**config.mk**
```make
export PLATFORM = sky130hd
export DESIGN_NAME = mem_bus_arbiter
export DESIGN_NICKNAME = d
export VERILOG_FILES = /design/src/rtl/smp_mem_pkg.sv /design/src/rtl/rr_arbiter_2.sv /design/src/rtl/mem_bus_arbiter.sv
export SDC_FILE = /design/constraint.sdc
export NUM_CORES = 1
export LEC_CHECK = 0
export CELL_PAD_IN_SITES_DETAIL_PLACEMENT = 0
export CELL_PAD_IN_SITES_GLOBAL_PLACEMENT = 1
export CORE_ASPECT_RATIO = 1.4
export CORE_MARGIN = 4
export CORE_UTILIZATION = 29
export CTS_BUF_LIST = sky130_fd_sc_hd__clkbuf_16
export DETAILED_ROUTE_END_ITERATION = 16
export PLACE_DENSITY = 0.76
export SLEW_MARGIN = 20
export SYNTH_ARGS = -nofsm -noshare
export SYNTH_HDL_FRONTEND = slang
export SYNTH_SLANG_ARGS = --single-unit
```
**constraint.sdc**
```tcl
create_clock -name clock -period 1.5 [get_ports clock]
set_input_delay 0.225 -clock clock [delete_from_list [all_inputs] [get_ports clock]]
set_output_delay 0.225 -clock clock [all_outputs]
set_load 0.05 [all_outputs]
```
**src/rtl/smp_mem_pkg.sv**
```systemverilog
// Shared constants for the two-port system-memory arbiter.
package smp_mem_pkg;

    localparam int unsigned DEF_ADDR_W     = 16;
    localparam int unsigned DEF_DATA_W     = 8;
    localparam int unsigned DEF_ACCESS_CYC = 1;

    typedef logic [1:0] state_t;

    localparam state_t IDLE   = 2'd0;
    localparam state_t SETUP  = 2'd1;
    localparam state_t ACCESS = 2'd2;
    localparam state_t DONE   = 2'd3;

    localparam logic PORT_IFETCH = 1'b0;
    localparam logic PORT_DATA   = 1'b1;

endpackage

```
**src/rtl/rr_arbiter_2.sv**
```systemverilog
// Two-way round-robin winner select; last_grant advances only when a grant is taken.
module rr_arbiter_2
    import smp_mem_pkg::*;
(
    input  logic       clock,
    input  logic       reset,
    input  logic [1:0] req,
    input  logic       take,
    output logic       win
);

    logic last_grant;

    // Lone requester wins; on contention the port not served last wins
    always_comb begin
        win = PORT_IFETCH;
        case (req)
            2'b10:   win = PORT_DATA;
            2'b11:   win = ~last_grant;
            default: win = PORT_IFETCH;
        endcase
    end

    // Remember the last winner; reset points at port 1 so port 0 goes first
    always_ff @(posedge clock) begin
        if (reset) begin
            last_grant <= PORT_DATA;
        end else if (take) begin
            last_grant <= win;
        end
    end

endmodule

```
**src/rtl/mem_bus_arbiter.sv**
```systemverilog
// Sequences instruction-fetch and load/store accesses onto the shared 64K x 8 memory.
module mem_bus_arbiter
    import smp_mem_pkg::*;
#(
    parameter int unsigned ADDR_W     = DEF_ADDR_W,
    parameter int unsigned DATA_W     = DEF_DATA_W,
    parameter int unsigned ACCESS_CYC = DEF_ACCESS_CYC
) (
    input  logic              clock,
    input  logic              reset,
    input  logic              req0,
    input  logic              req1,
    input  logic              we0,
    input  logic              we1,
    input  logic [ADDR_W-1:0] addr0,
    input  logic [ADDR_W-1:0] addr1,
    input  logic [DATA_W-1:0] wdata0,
    input  logic [DATA_W-1:0] wdata1,
    output logic              gnt0,
    output logic              gnt1,
    output logic              ack0,
    output logic              ack1,
    output logic [DATA_W-1:0] rdata,
    output logic [ADDR_W-1:0] mem_address,
    output logic              mem_we,
    output logic              mem_MEMbus,
    output logic              mem_BUSmem,
    output logic [DATA_W-1:0] bus_dout,
    output logic              bus_oe,
    input  logic [DATA_W-1:0] bus_din
);

    localparam int unsigned CNT_W = $clog2(ACCESS_CYC + 1);

    state_t             state;
    state_t             state_nxt;
    logic [CNT_W-1:0]   cnt;
    logic               take;
    logic               win;

    logic               lat_port, nxt_port;
    logic               lat_we,   nxt_we;
    logic [ADDR_W-1:0]  lat_addr, nxt_addr;
    logic [DATA_W-1:0]  lat_wdata, nxt_wdata;

    logic               gnt0_d, gnt1_d, ack0_d, ack1_d;
    logic               mem_we_d, mem_MEMbus_d, mem_BUSmem_d, bus_oe_d;
    logic [ADDR_W-1:0]  mem_address_d;
    logic [DATA_W-1:0]  bus_dout_d;

    assign take = (state == IDLE) && (req0 || req1);

    rr_arbiter_2 u_rr (
        .clock (clock),
        .reset (reset),
        .req   ({req1, req0}),
        .take  (take),
        .win   (win)
    );

    // State register
    always_ff @(posedge clock) begin
        if (reset) begin
            state <= IDLE;
        end else begin
            state <= state_nxt;
        end
    end

    // Next-state: IDLE -> SETUP -> ACCESS (ACCESS_CYC cycles) -> DONE -> IDLE
    always_comb begin
        state_nxt = state;
        case (state)
            IDLE:    if (take) state_nxt = SETUP;
            SETUP:   state_nxt = ACCESS;
            ACCESS:  if (cnt == '0) state_nxt = DONE;
            DONE:    state_nxt = IDLE;
            default: state_nxt = IDLE;
        endcase
    end

    // Request payload as it will be held for the transaction (fresh copy at grant)
    always_comb begin
        nxt_port  = lat_port;
        nxt_we    = lat_we;
        nxt_addr  = lat_addr;
        nxt_wdata = lat_wdata;
        if (take) begin
            nxt_port  = win;
            nxt_we    = win ? we1    : we0;
            nxt_addr  = win ? addr1  : addr0;
            nxt_wdata = win ? wdata1 : wdata0;
        end
    end

    // Latched request and ACCESS down-counter
    always_ff @(posedge clock) begin
        if (reset) begin
            lat_port  <= PORT_IFETCH;
            lat_we    <= 1'b0;
            lat_addr  <= '0;
            lat_wdata <= '0;
            cnt       <= '0;
        end else begin
            lat_port  <= nxt_port;
            lat_we    <= nxt_we;
            lat_addr  <= nxt_addr;
            lat_wdata <= nxt_wdata;
            if (state == SETUP) begin
                cnt <= CNT_W'(ACCESS_CYC - 1);
            end else if ((state == ACCESS) && (cnt != '0)) begin
                cnt <= cnt - CNT_W'(1);
            end
        end
    end

    // Output decode from the state being entered, so outputs register in step with it
    always_comb begin
        gnt0_d        = 1'b0;
        gnt1_d        = 1'b0;
        ack0_d        = 1'b0;
        ack1_d        = 1'b0;
        mem_address_d = '0;
        mem_we_d      = 1'b0;
        mem_MEMbus_d  = 1'b0;
        mem_BUSmem_d  = 1'b0;
        bus_oe_d      = 1'b0;
        bus_dout_d    = '0;
        case (state_nxt)
            SETUP: begin
                gnt0_d        = (nxt_port == PORT_IFETCH);
                gnt1_d        = (nxt_port == PORT_DATA);
                mem_address_d = nxt_addr;
                mem_we_d      = nxt_we;
            end
            ACCESS: begin
                gnt0_d        = (nxt_port == PORT_IFETCH);
                gnt1_d        = (nxt_port == PORT_DATA);
                mem_address_d = nxt_addr;
                if (nxt_we) begin
                    mem_we_d     = 1'b1;
                    mem_BUSmem_d = 1'b1;
                    bus_oe_d     = 1'b1;
                    bus_dout_d   = nxt_wdata;
                end else begin
                    mem_MEMbus_d = 1'b1;
                end
            end
            DONE: begin
                gnt0_d        = (nxt_port == PORT_IFETCH);
                gnt1_d        = (nxt_port == PORT_DATA);
                ack0_d        = (nxt_port == PORT_IFETCH);
                ack1_d        = (nxt_port == PORT_DATA);
                mem_address_d = nxt_addr;
                mem_we_d      = nxt_we;
            end
            default: ;
        endcase
    end

    // Output registers
    always_ff @(posedge clock) begin
        if (reset) begin
            gnt0        <= 1'b0;
            gnt1        <= 1'b0;
            ack0        <= 1'b0;
            ack1        <= 1'b0;
            mem_address <= '0;
            mem_we      <= 1'b0;
            mem_MEMbus  <= 1'b0;
            mem_BUSmem  <= 1'b0;
            bus_oe      <= 1'b0;
            bus_dout    <= '0;
        end else begin
            gnt0        <= gnt0_d;
            gnt1        <= gnt1_d;
            ack0        <= ack0_d;
            ack1        <= ack1_d;
            mem_address <= mem_address_d;
            mem_we      <= mem_we_d;
            mem_MEMbus  <= mem_MEMbus_d;
            mem_BUSmem  <= mem_BUSmem_d;
            bus_oe      <= bus_oe_d;
            bus_dout    <= bus_dout_d;
        end
    end

    // Read data captured on the final ACCESS edge and held until the next read
    always_ff @(posedge clock) begin
        if (reset) begin
            rdata <= '0;
        end else if ((state == ACCESS) && (cnt == '0) && !lat_we) begin
            rdata <= bus_din;
        end
    end

endmodule
```
== Word level (Yosys, flattened, before mapping) ==
Index checks and enable logic that the tools add are counted.

* RAM bits: 0
* Bits in latches: 0
* Memories: 0
* Output and inout bits: 40
* Flip-flop bits (word level): 69
* Word-level logic and storage cells: 61
* Bits of input ports: 62
* Memory bits (read-only): 0

* Equality and inequality tests: 8
* Reductions and logical operators: 14
* Div/mod/pow operators: 0
* Shifts and indexed selects: 0
* Multiplexer cells: 14
* $add $sub $neg: 1
* $lt $le $gt $ge: 0
* Bitwise gates (word level): 7
* $mul: 0

{| class="wikitable"
|+ Operators by type and width
! cell !! number
|-
| $mux 16 || 2
|-
| $mux 8 || 2
|-
| $eq 2x2->1 const B || 6
|-
| $reduce_or 2->1 || 5
|-
| $pmux 2 s4 || 1
|-
| $not 1->1 || 7
|-
| $reduce_or 3->1 || 2
|-
| $mux 1 || 5
|-
| $eq 2x1->1 const B || 2
|-
| $logic_and 1x1->1 || 4
|-
| $mux 2 || 2
|-
| $pmux 1 s2 || 2
|-
| $logic_not 2->1 || 1
|-
| $logic_not 1->1 || 1
|-
| $logic_or 1x1->1 || 1
|-
| $sub 1x1->1 const B || 1
|}

== Logic depth before layout (Yosys ltp) ==
Gate-level depths: netlist (run 1).

* Word-level depth: 8
* Gate-level depth with buffers: 7
* Mapped depth without buffers: 6

== Hierarchy ==
A second synthesis (run 1) with hierarchy kept.

* Cell total of the unflattened synthesis: 288
* Area total of the unflattened synthesis: 2,731.4 µm²

{| class="wikitable"
|+ By module, submodules not included
! module !! cells an instance !! sequential area each (µm²) !! times used !! area each (µm²)
|-
| mem_bus_arbiter || 284 || 1,361.3 || 1 || 2,688.8
|-
| rr_arbiter_2 || 4 || 20.0 || 1 || 42.5
|}

== Least setup slack after synthesis (run 1) ==
Ideal clock, no wire load.

* Kind: register to register
* Start: reg state[0]
* End: reg gnt0
* Clock period less this slack: 1.524 ns
* Library setup time: 0.131 ns
* Required time: 1.369 ns
* Data arrival time: 1.392 ns
* Path slack: -0.024 ns
* Path buffers: 1
* Cell stages (with the launch flop): 8
* Cells stage by stage: dfxtp_1 > inv_1 > ha_1 > o31a_1 > a31o_2 > nor2_4 > buf_4 > nor3_1

* Cells in the longest elaborated chain, start to end: 8
* Elaborated cells on any way between the ends: 16
* Those cells by class: eq/ne (6); mux (4); bitwise (2); reduce/logical (4)

{| class="wikitable"
|+ Ends and longest elaborated chain
! element !! line !! RTL
|-
| from (decl) || mem_bus_arbiter.sv:35 || <nowiki>state_t state;</nowiki>
|-
| from (signal assigned) || mem_bus_arbiter.sv:66 || <nowiki>state <= state_nxt;</nowiki>
|-
| $logic_not 2->1 || mem_bus_arbiter.sv:51, mem_bus_arbiter.sv:73 ||
|-
| $logic_and 1x1->1 || mem_bus_arbiter.sv:51 || <nowiki>assign take = (state == IDLE) && (req0 || req1);</nowiki>
|-
| $mux 2 || mem_bus_arbiter.sv:74 || <nowiki>IDLE: if (take) state_nxt = SETUP;</nowiki>
|-
| $pmux 2 s4 || mem_bus_arbiter.sv:73 || <nowiki>case (state)</nowiki>
|-
| $eq 2x2->1 / $eq 2x1->1 (equally long branches) || mem_bus_arbiter.sv:129 || <nowiki>case (state_nxt)</nowiki>
|-
| $reduce_or 3->1 (no source line) || n/a ||
|-
| $not 1->1 (no source line) || n/a ||
|-
| $reduce_or 2->1 (no source line) || n/a ||
|-
| to (signal assigned) || mem_bus_arbiter.sv:175 || <nowiki>gnt0 <= gnt0_d;</nowiki>
|-
| to (decl) || mem_bus_arbiter.sv:19 || <nowiki>output logic gnt0,</nowiki>
|}

Several ways; a longest one is shown, not always the timed one.
A chain may end at the register's enable or synchronous reset.

== Worst setup path in the final report (run 1) ==
* Start: reg state[0]
* End: reg bus_dout[5]

* Cells in the longest elaborated chain, start to end: 7
* Elaborated cells on any way between the ends: 14
* Those cells by class: eq/ne (4); mux (5); bitwise (2); reduce/logical (3)

{| class="wikitable"
|+ Ends and longest elaborated chain
! element !! line !! RTL
|-
| $logic_not 2->1 || mem_bus_arbiter.sv:51, mem_bus_arbiter.sv:73 ||
|-
| $logic_and 1x1->1 || mem_bus_arbiter.sv:51 ||
|-
| $mux 2 || mem_bus_arbiter.sv:74 ||
|-
| $pmux 2 s4 || mem_bus_arbiter.sv:73 ||
|-
| $eq 2x2->1 || mem_bus_arbiter.sv:129 ||
|-
| $not 1->1 (no source line) || n/a ||
|-
| $reduce_or 3->1 (no source line) || n/a ||
|-
| to (signal assigned) || mem_bus_arbiter.sv:184 || <nowiki>bus_dout <= bus_dout_d;</nowiki>
|-
| to (decl) || mem_bus_arbiter.sv:28 || <nowiki>output logic [DATA_W-1:0] bus_dout,</nowiki>
|}

Several ways; a longest one is shown, not always the timed one.

==> impl_metrics.env, run 1 <==
export IMPL_setup_viol=9
export IMPL_synth_top_cells_by_count="dfxtp_1, nor2_1, nor2b_1"
export IMPL_fin_ws_ps=-29.0
export IMPL_ys_warn_count=0
export IMPL_max_stage_delay_ps=350
export IMPL_num_io_pins=102
export IMPL_diodes=0
export IMPL_rows=41
export IMPL_finalClockSkew_ps=3.84
export IMPL_fillerInstances=856
export IMPL_antenna_found_initial=0
export IMPL_worstMarginPinSlew_ps=363
export IMPL_post_route_cells_drive_above_1_share=0.365
export IMPL_pre_cts_slack_ps=-386
export IMPL_slew_headroom=0.758
export IMPL_end_kind="flop"
export IMPL_drc_errors=0
export IMPL_avgSynthCellArea_sq_um=10.6
export IMPL_place_detailed_hpwl_mm=5.10
export IMPL_htreeDepth=3
export IMPL_status="finished, violations left"
export IMPL_nNetsFinal=438
export IMPL_path_cells="buf_4 > o31a_1 > a311oi_2 > o31ai_4 > buf_12 > nor2b_1"
export IMPL_min_delay_worst_endpoint="state[1]$_SDFF_PP0_"
export IMPL_critPathLaunchType="flop"
export IMPL_synth_top_cell_area_share=0.515
export IMPL_synth_largest_area_cell="dfxtp_1"
export IMPL_insertion_delay_ps=320
export IMPL_cp_slowest_cell="a311oi_2"
export IMPL_dr_pass1_iters=4
export IMPL_yosysSeqAreaShare=0.515
export IMPL_synth_area_sq_mm=0.00268
export IMPL_drv_cap=0
export IMPL_r2r_end="bus_dout[5]$_SDFF_PP0_"
export IMPL_cts_max_path_buffers=2
export IMPL_cts_tree="built"
export IMPL_initial_core_util=0.297
export IMPL_ys_types=40
export IMPL_die_w_um=89.2
export IMPL_multi_input_area_sq_mm=0.00134
export IMPL_r2r_cells=6
export IMPL_power_uw=7550
export IMPL_wl_per_cell_um=15.2
export IMPL_grt_pass1_wl_mm=11.1
export IMPL_viasPerCell=4.78
export IMPL_grt_use_total=0.135
export IMPL_wl_mm=7.39
export IMPL_detail_route_iter0_violations=36
export IMPL_critical_path_top_delay_family="compound AO/OA/AOI/OAI gates"
export IMPL_finalHoldViolCount=0
export IMPL_cts_sinks=69
export IMPL_leakagePower_uw=0.00176
export IMPL_hold_depth=3
export IMPL_power_density_mw_per_mm2=1720
export IMPL_area_growth_pct=63.9
export IMPL_synth_cells=252
export IMPL_min_from="reset"
export IMPL_register_area_sq_mm=0.00138
export IMPL_gr_total_overflow=0
export IMPL_synth_most_common_cell="dfxtp_1"
export IMPL_slew_viol_final=0
export IMPL_ys_flop_type="dfxtp_1"
export IMPL_fmax_ghz=0.654
export IMPL_ant_nets=0
export IMPL_gp_congestion=0.777
export IMPL_internal_power_uw=4860
export IMPL_synth_nets=317
export IMPL_cp_max_fo=9
export IMPL_clockPowerShare=0.264
export IMPL_comb_power_share=0.423
export IMPL_core_sq_mm=0.00903
export IMPL_rsz0062_at_grt="yes"
export IMPL_arrival_ps=1780
export IMPL_cts_root_buf="clkbuf_16"
export IMPL_io_buffers=101
export IMPL_via_count=2316
export IMPL_sw_frac_of_total=0.357
export IMPL_stdcell_area_sq_mm=0.00439
export IMPL_die_h_um=122
export IMPL_ys_seq_elements=69
export IMPL_post_route_period_util=1.02
export IMPL_seqPwrFrac=0.313
export IMPL_violations="setup timing"
export IMPL_critPathBufInv=2
export IMPL_die_area_sq_mm=0.0109
export IMPL_synth_edf_count=0
export IMPL_async_flop_share=0
export IMPL_r2r_start="state[0]$_SDFF_PP0_"
export IMPL_grt_pass1_vias=2342
export IMPL_ir_drop_mv=0.797
export IMPL_crit_type="flop to flop"
export IMPL_fin_crit_ps=1530
export IMPL_rrSetupSlack_ps=-30
export IMPL_place_area_sq_mm=0.00387
export IMPL_p_sw_uw=2700
export IMPL_cts_buffers=9
export IMPL_cp_required_ps=1750
export IMPL_path_clk_slew_ps=50
export IMPL_synth_area_leaders="dfxtp_1, nor2b_1, a211oi_2, nor2_1, o32ai_1"
export IMPL_grt_start_max_net_pins=41
export IMPL_hold_class="primary input to flop"
final cells by class:
type / instances / area share
flip-flops and latches: 69 / 0.315
multi-input cells: 158 / 0.306
repair buffers: 129 / 0.279
clock buffers: 9 / 0.0513
well taps: 107 / 0.0305
clock inverters: 7 / 0.0134
inverters: 6 / 0.00513
cell usage in the layout, fill, tap and decap left out, types with 3 or more instances in the layout:
cell,netlist,layout
buf_4,4,58
dfxtp_1,69,67
a21oi_1,10,10
inv_1,5,4
nor2_1,39,39
clkdlybuf4s50_1,0,58
buf_12,0,7
nor2b_1,29,29
a211oi_2,12,15
clkbuf_16,0,10
nor3_1,4,3
inv_2,1,4
o32ai_1,16,3
nand2b_1,3,3
mux2i_1,8,8
o32ai_2,6,18
worst register-to-register path, delay by kind of cell, from the launching register on:
family	cells	cell delay (ps)
AOI/OAI and AO/OA	3	750
buffers and inverters	2	300
DFF	1	320
and+or+nand+nor	1	100
layer usage:
layer / global-route usage / wire (um) / up-vias
li1: - / - / 1137
met1: 0.156 / 3050 / 1102
met2: 0.234 / 3790 / 70
met3: 0.0386 / 474 / 7
met4: 0.0419 / 80 / 0
met5: 0 / 0 / -
sequential cells by signal (all words and copies together), names as in the netlist:
register,count
lat_addr,16
mem_address,16
bus_dout,8
lat_wdata,8
rdata,8
state,2
ack0,1
ack1,1
bus_oe,1
cnt,1
gnt0,1
gnt1,1
lat_port,1
lat_we,1
mem_MEMbus,1
mem_we,1
u_rr.last_grant,1
logic make-up (layout without fill, tap and decap cells):
| group | Yosys count | count (layout) | share of synthesized area |
|---|---|---|---|
| flops | 69 | 69 | 0.515 |
| mux | 8 | 8 | 0.0299 |
| simple gates | 86 | 86 | 0.165 |
| compound gates | 61 | 61 | 0.222 |
| buf+inv | 25 | 151 | 0.0537 |
| fa+ha+maj | 3 | 3 | 0.0140 |
how the worst max path moves through the flow:
stage	from	cells after the start	end
6_report	state[0]$_SDFF_PP0_	6	bus_dout[5]$_SDFF_PP0_
5_1_grt	state[0]$_SDFF_PP0_	7	bus_dout[5]$_SDFF_PP0_
4_1_cts	state[0]$_SDFF_PP0_	7	bus_dout[7]$_SDFF_PP0_
3_5_place_dp	req1	6	bus_dout[5]$_SDFF_PP0_
3_3_place_gp	req0	6	mem_address[11]$_SDFF_PP0_
2_1_floorplan	state[0]$_SDFF_PP0_	7	gnt0$_SDFF_PP0_
power groups by stage:
stage	Clock (uW)	Sequential, uW	Combinational (uW)
2_1_floorplan	0	3100	1190
3_3_place_gp	0	2390	2940
3_5_place_dp	0	2400	2980
4_1_cts	2040	2370	3060
5_1_grt	2140	2410	3420
6_report	1990	2370	3190
repair_timing:
item,in CTS,in global routing
hold buffers,0,0
resized for setup,17,21
pin swaps,3,2
gates cloned,0,1
buffers inserted,1,0
endpoints found under the setup margin,39,39
through the flow:
step	hold slack [ps]	util	setup TNS [ps]	instances
4_1_cts	289	0.470	-284	484
6_report	297	0.487	-188	485
3_5_place_dp	491	0.429	-17250	467
2_1_floorplan	305	-	0	252
5_1_grt	312	0.487	-797	485
3_3_place_gp	479	0.429	-16620	467
(Power assumes the default switching activity.)
==> run 2, diff against run 1 <==
==> constraint.sdc (replaced) <==
create_clock -name clock -period 1.5 [get_ports clock]
set_input_delay 0.45 -clock clock [delete_from_list [all_inputs] [get_ports clock]]
set_output_delay 0.45 -clock clock [all_outputs]
set_load 0.05 [all_outputs]
==> impl_metrics.env, run 2 (synthesis results as in run 1) <==
export IMPL_diodes=0
export IMPL_worstMarginPinSlew_ps=376
export IMPL_critPathLaunchType="flop"
export IMPL_place_detailed_hpwl_mm=5.28
export IMPL_fmax_ghz=0.655
export IMPL_crit_type="flop to flop"
export IMPL_wl_mm=7.54
export IMPL_grt_use_total=0.145
export IMPL_power_density_mw_per_mm2=1720
export IMPL_gr_total_overflow=0
export IMPL_end_kind="flop"
export IMPL_leakagePower_uw=0.00186
export IMPL_initial_core_util=0.297
export IMPL_cts_sinks=69
export IMPL_ant_nets=0
export IMPL_setup_viol=5
export IMPL_wl_per_cell_um=15.5
export IMPL_arrival_ps=1730
export IMPL_insertion_delay_ps=330
export IMPL_viasPerCell=4.78
export IMPL_grt_pass1_wl_mm=12.0
export IMPL_drv_cap=0
export IMPL_htreeDepth=3
export IMPL_io_buffers=101
export IMPL_detail_route_iter0_violations=50
export IMPL_rsz0062_at_grt="yes"
export IMPL_cts_buffers=9
export IMPL_die_area_sq_mm=0.0109
export IMPL_largestRegisters="lat_addr (16), mem_address (16)"
export IMPL_finalClockSkew_ps=3.02
export IMPL_area_growth_pct=80.8
export IMPL_cts_tree="built"
export IMPL_path_clk_slew_ps=60
export IMPL_slew_viol_final=0
export IMPL_core_sq_mm=0.00903
export IMPL_gp_congestion=0.768
export IMPL_cp_required_ps=1700
export IMPL_antenna_found_initial=0
export IMPL_via_count=2316
export IMPL_grt_start_max_net_pins=26
export IMPL_dr_pass1_iters=4
export IMPL_mostFrequentLayoutCells="dfxtp_1, clkdlybuf4s50_1, buf_12"
export IMPL_status="finished, violations left"
export IMPL_slew_headroom=0.750
export IMPL_drc_errors=0
export IMPL_cts_max_path_buffers=2
export IMPL_ir_drop_mv=1.03
export IMPL_layout_commonest_cell="dfxtp_1"
export IMPL_post_route_cells_drive_above_1_share=0.349
export IMPL_fin_crit_ps=1530
export IMPL_cts_root_buf="clkbuf_16"
export IMPL_rows=41
export IMPL_die_h_um=122
export IMPL_die_w_um=89.2
export IMPL_power_uw=8360
export IMPL_num_io_pins=102
export IMPL_finalHoldViolCount=0
export IMPL_final_core_util=0.537
export IMPL_grt_pass1_vias=2420
export IMPL_post_route_period_util=1.02
export IMPL_cp_max_fo=7
export IMPL_nNetsFinal=438
export IMPL_violations="setup timing"
export IMPL_fin_ws_ps=-27.7
export IMPL_hold_class="primary input to flop"
## run 2: layout make-up
type,count,area (sq um)
Timing Repair Buffer,128,1700
Clock buffer,9,225
Inverter,6,22.5
Tap cell,107,134
Sequential cell,69,1380
Multi-Input combinational cell,159,1290
Clock inverter,7,90.1
Fill cell,782,4180
## run 2: worst max-delay path: stages, from the launching register on
cell     delay (ps)
dfxtp_2         340
inv_2            50
ha_4            180
and2_4          160
a22o_4          250
o31ai_4         340
nor2b_1          90
## run 2: layer usage
| layer | track usage | vias up | wire length (um) |
|---|---|---|---|
| met3 | 0.0453 | 8 | 537 |
| met2 | 0.251 | 66 | 3940 |
| met5 | 0 | - | 0 |
| met4 | 0.0531 | 0 | 90 |
| met1 | 0.164 | 1100 | 2970 |
| li1 | - | 1142 | - |
## run 2: where the power goes
part | total, uW | switching (uW) | internal (uW)
combinational | 3650 | 1840 | 1810
clock | 2230 | 783 | 1440
sequential | 2480 | 238 | 2240
total | 8360 | 2860 | 5490
## run 2: worst paths after layout
| kind | startpoint | end | slack, ps | cells after the start |
|---|---|---|---|---|
| max | state[1]$_SDFF_PP0_ | bus_dout[3]$_SDFF_PP0_ | -30 | 6 |
| min | reset | state[1]$_SDFF_PP0_ | 480 | 3 |
| max reg2reg | state[1]$_SDFF_PP0_ | bus_dout[3]$_SDFF_PP0_ | -30 | 6 |
| min reg2reg | lat_addr[0]$_SDFF_PP0_ | lat_addr[0]$_SDFF_PP0_ | 490 | 2 |
## run 2: through the flow
stage | hold slack [ps] | setup TNS, ps | cells | instance area, sq um | setup WS (ps)
2_1_floorplan | 468 | -27.7 | 252 | 2690 | -9.23
3_3_place_gp | 477 | -28400 | 464 | 4340 | -567
3_5_place_dp | 489 | -29480 | 464 | 4340 | -600
4_1_cts | 498 | -127 | 484 | 4790 | -21.6
5_1_grt | 493 | -2010 | 485 | 4850 | -106
6_report | 484 | -118 | 485 | 4850 | -27.7
## run 2: repair_timing
| action | CTS | global route |
|---|---|---|
| setup endpoints to repair | 66 | 43 |
| pin swaps | 7 | 2 |
| gates cloned | 1 | 0 |
| hold buffers | 0 | 0 |
| gates resized for setup | 27 | 11 |
| buffers inserted | 3 | 1 |
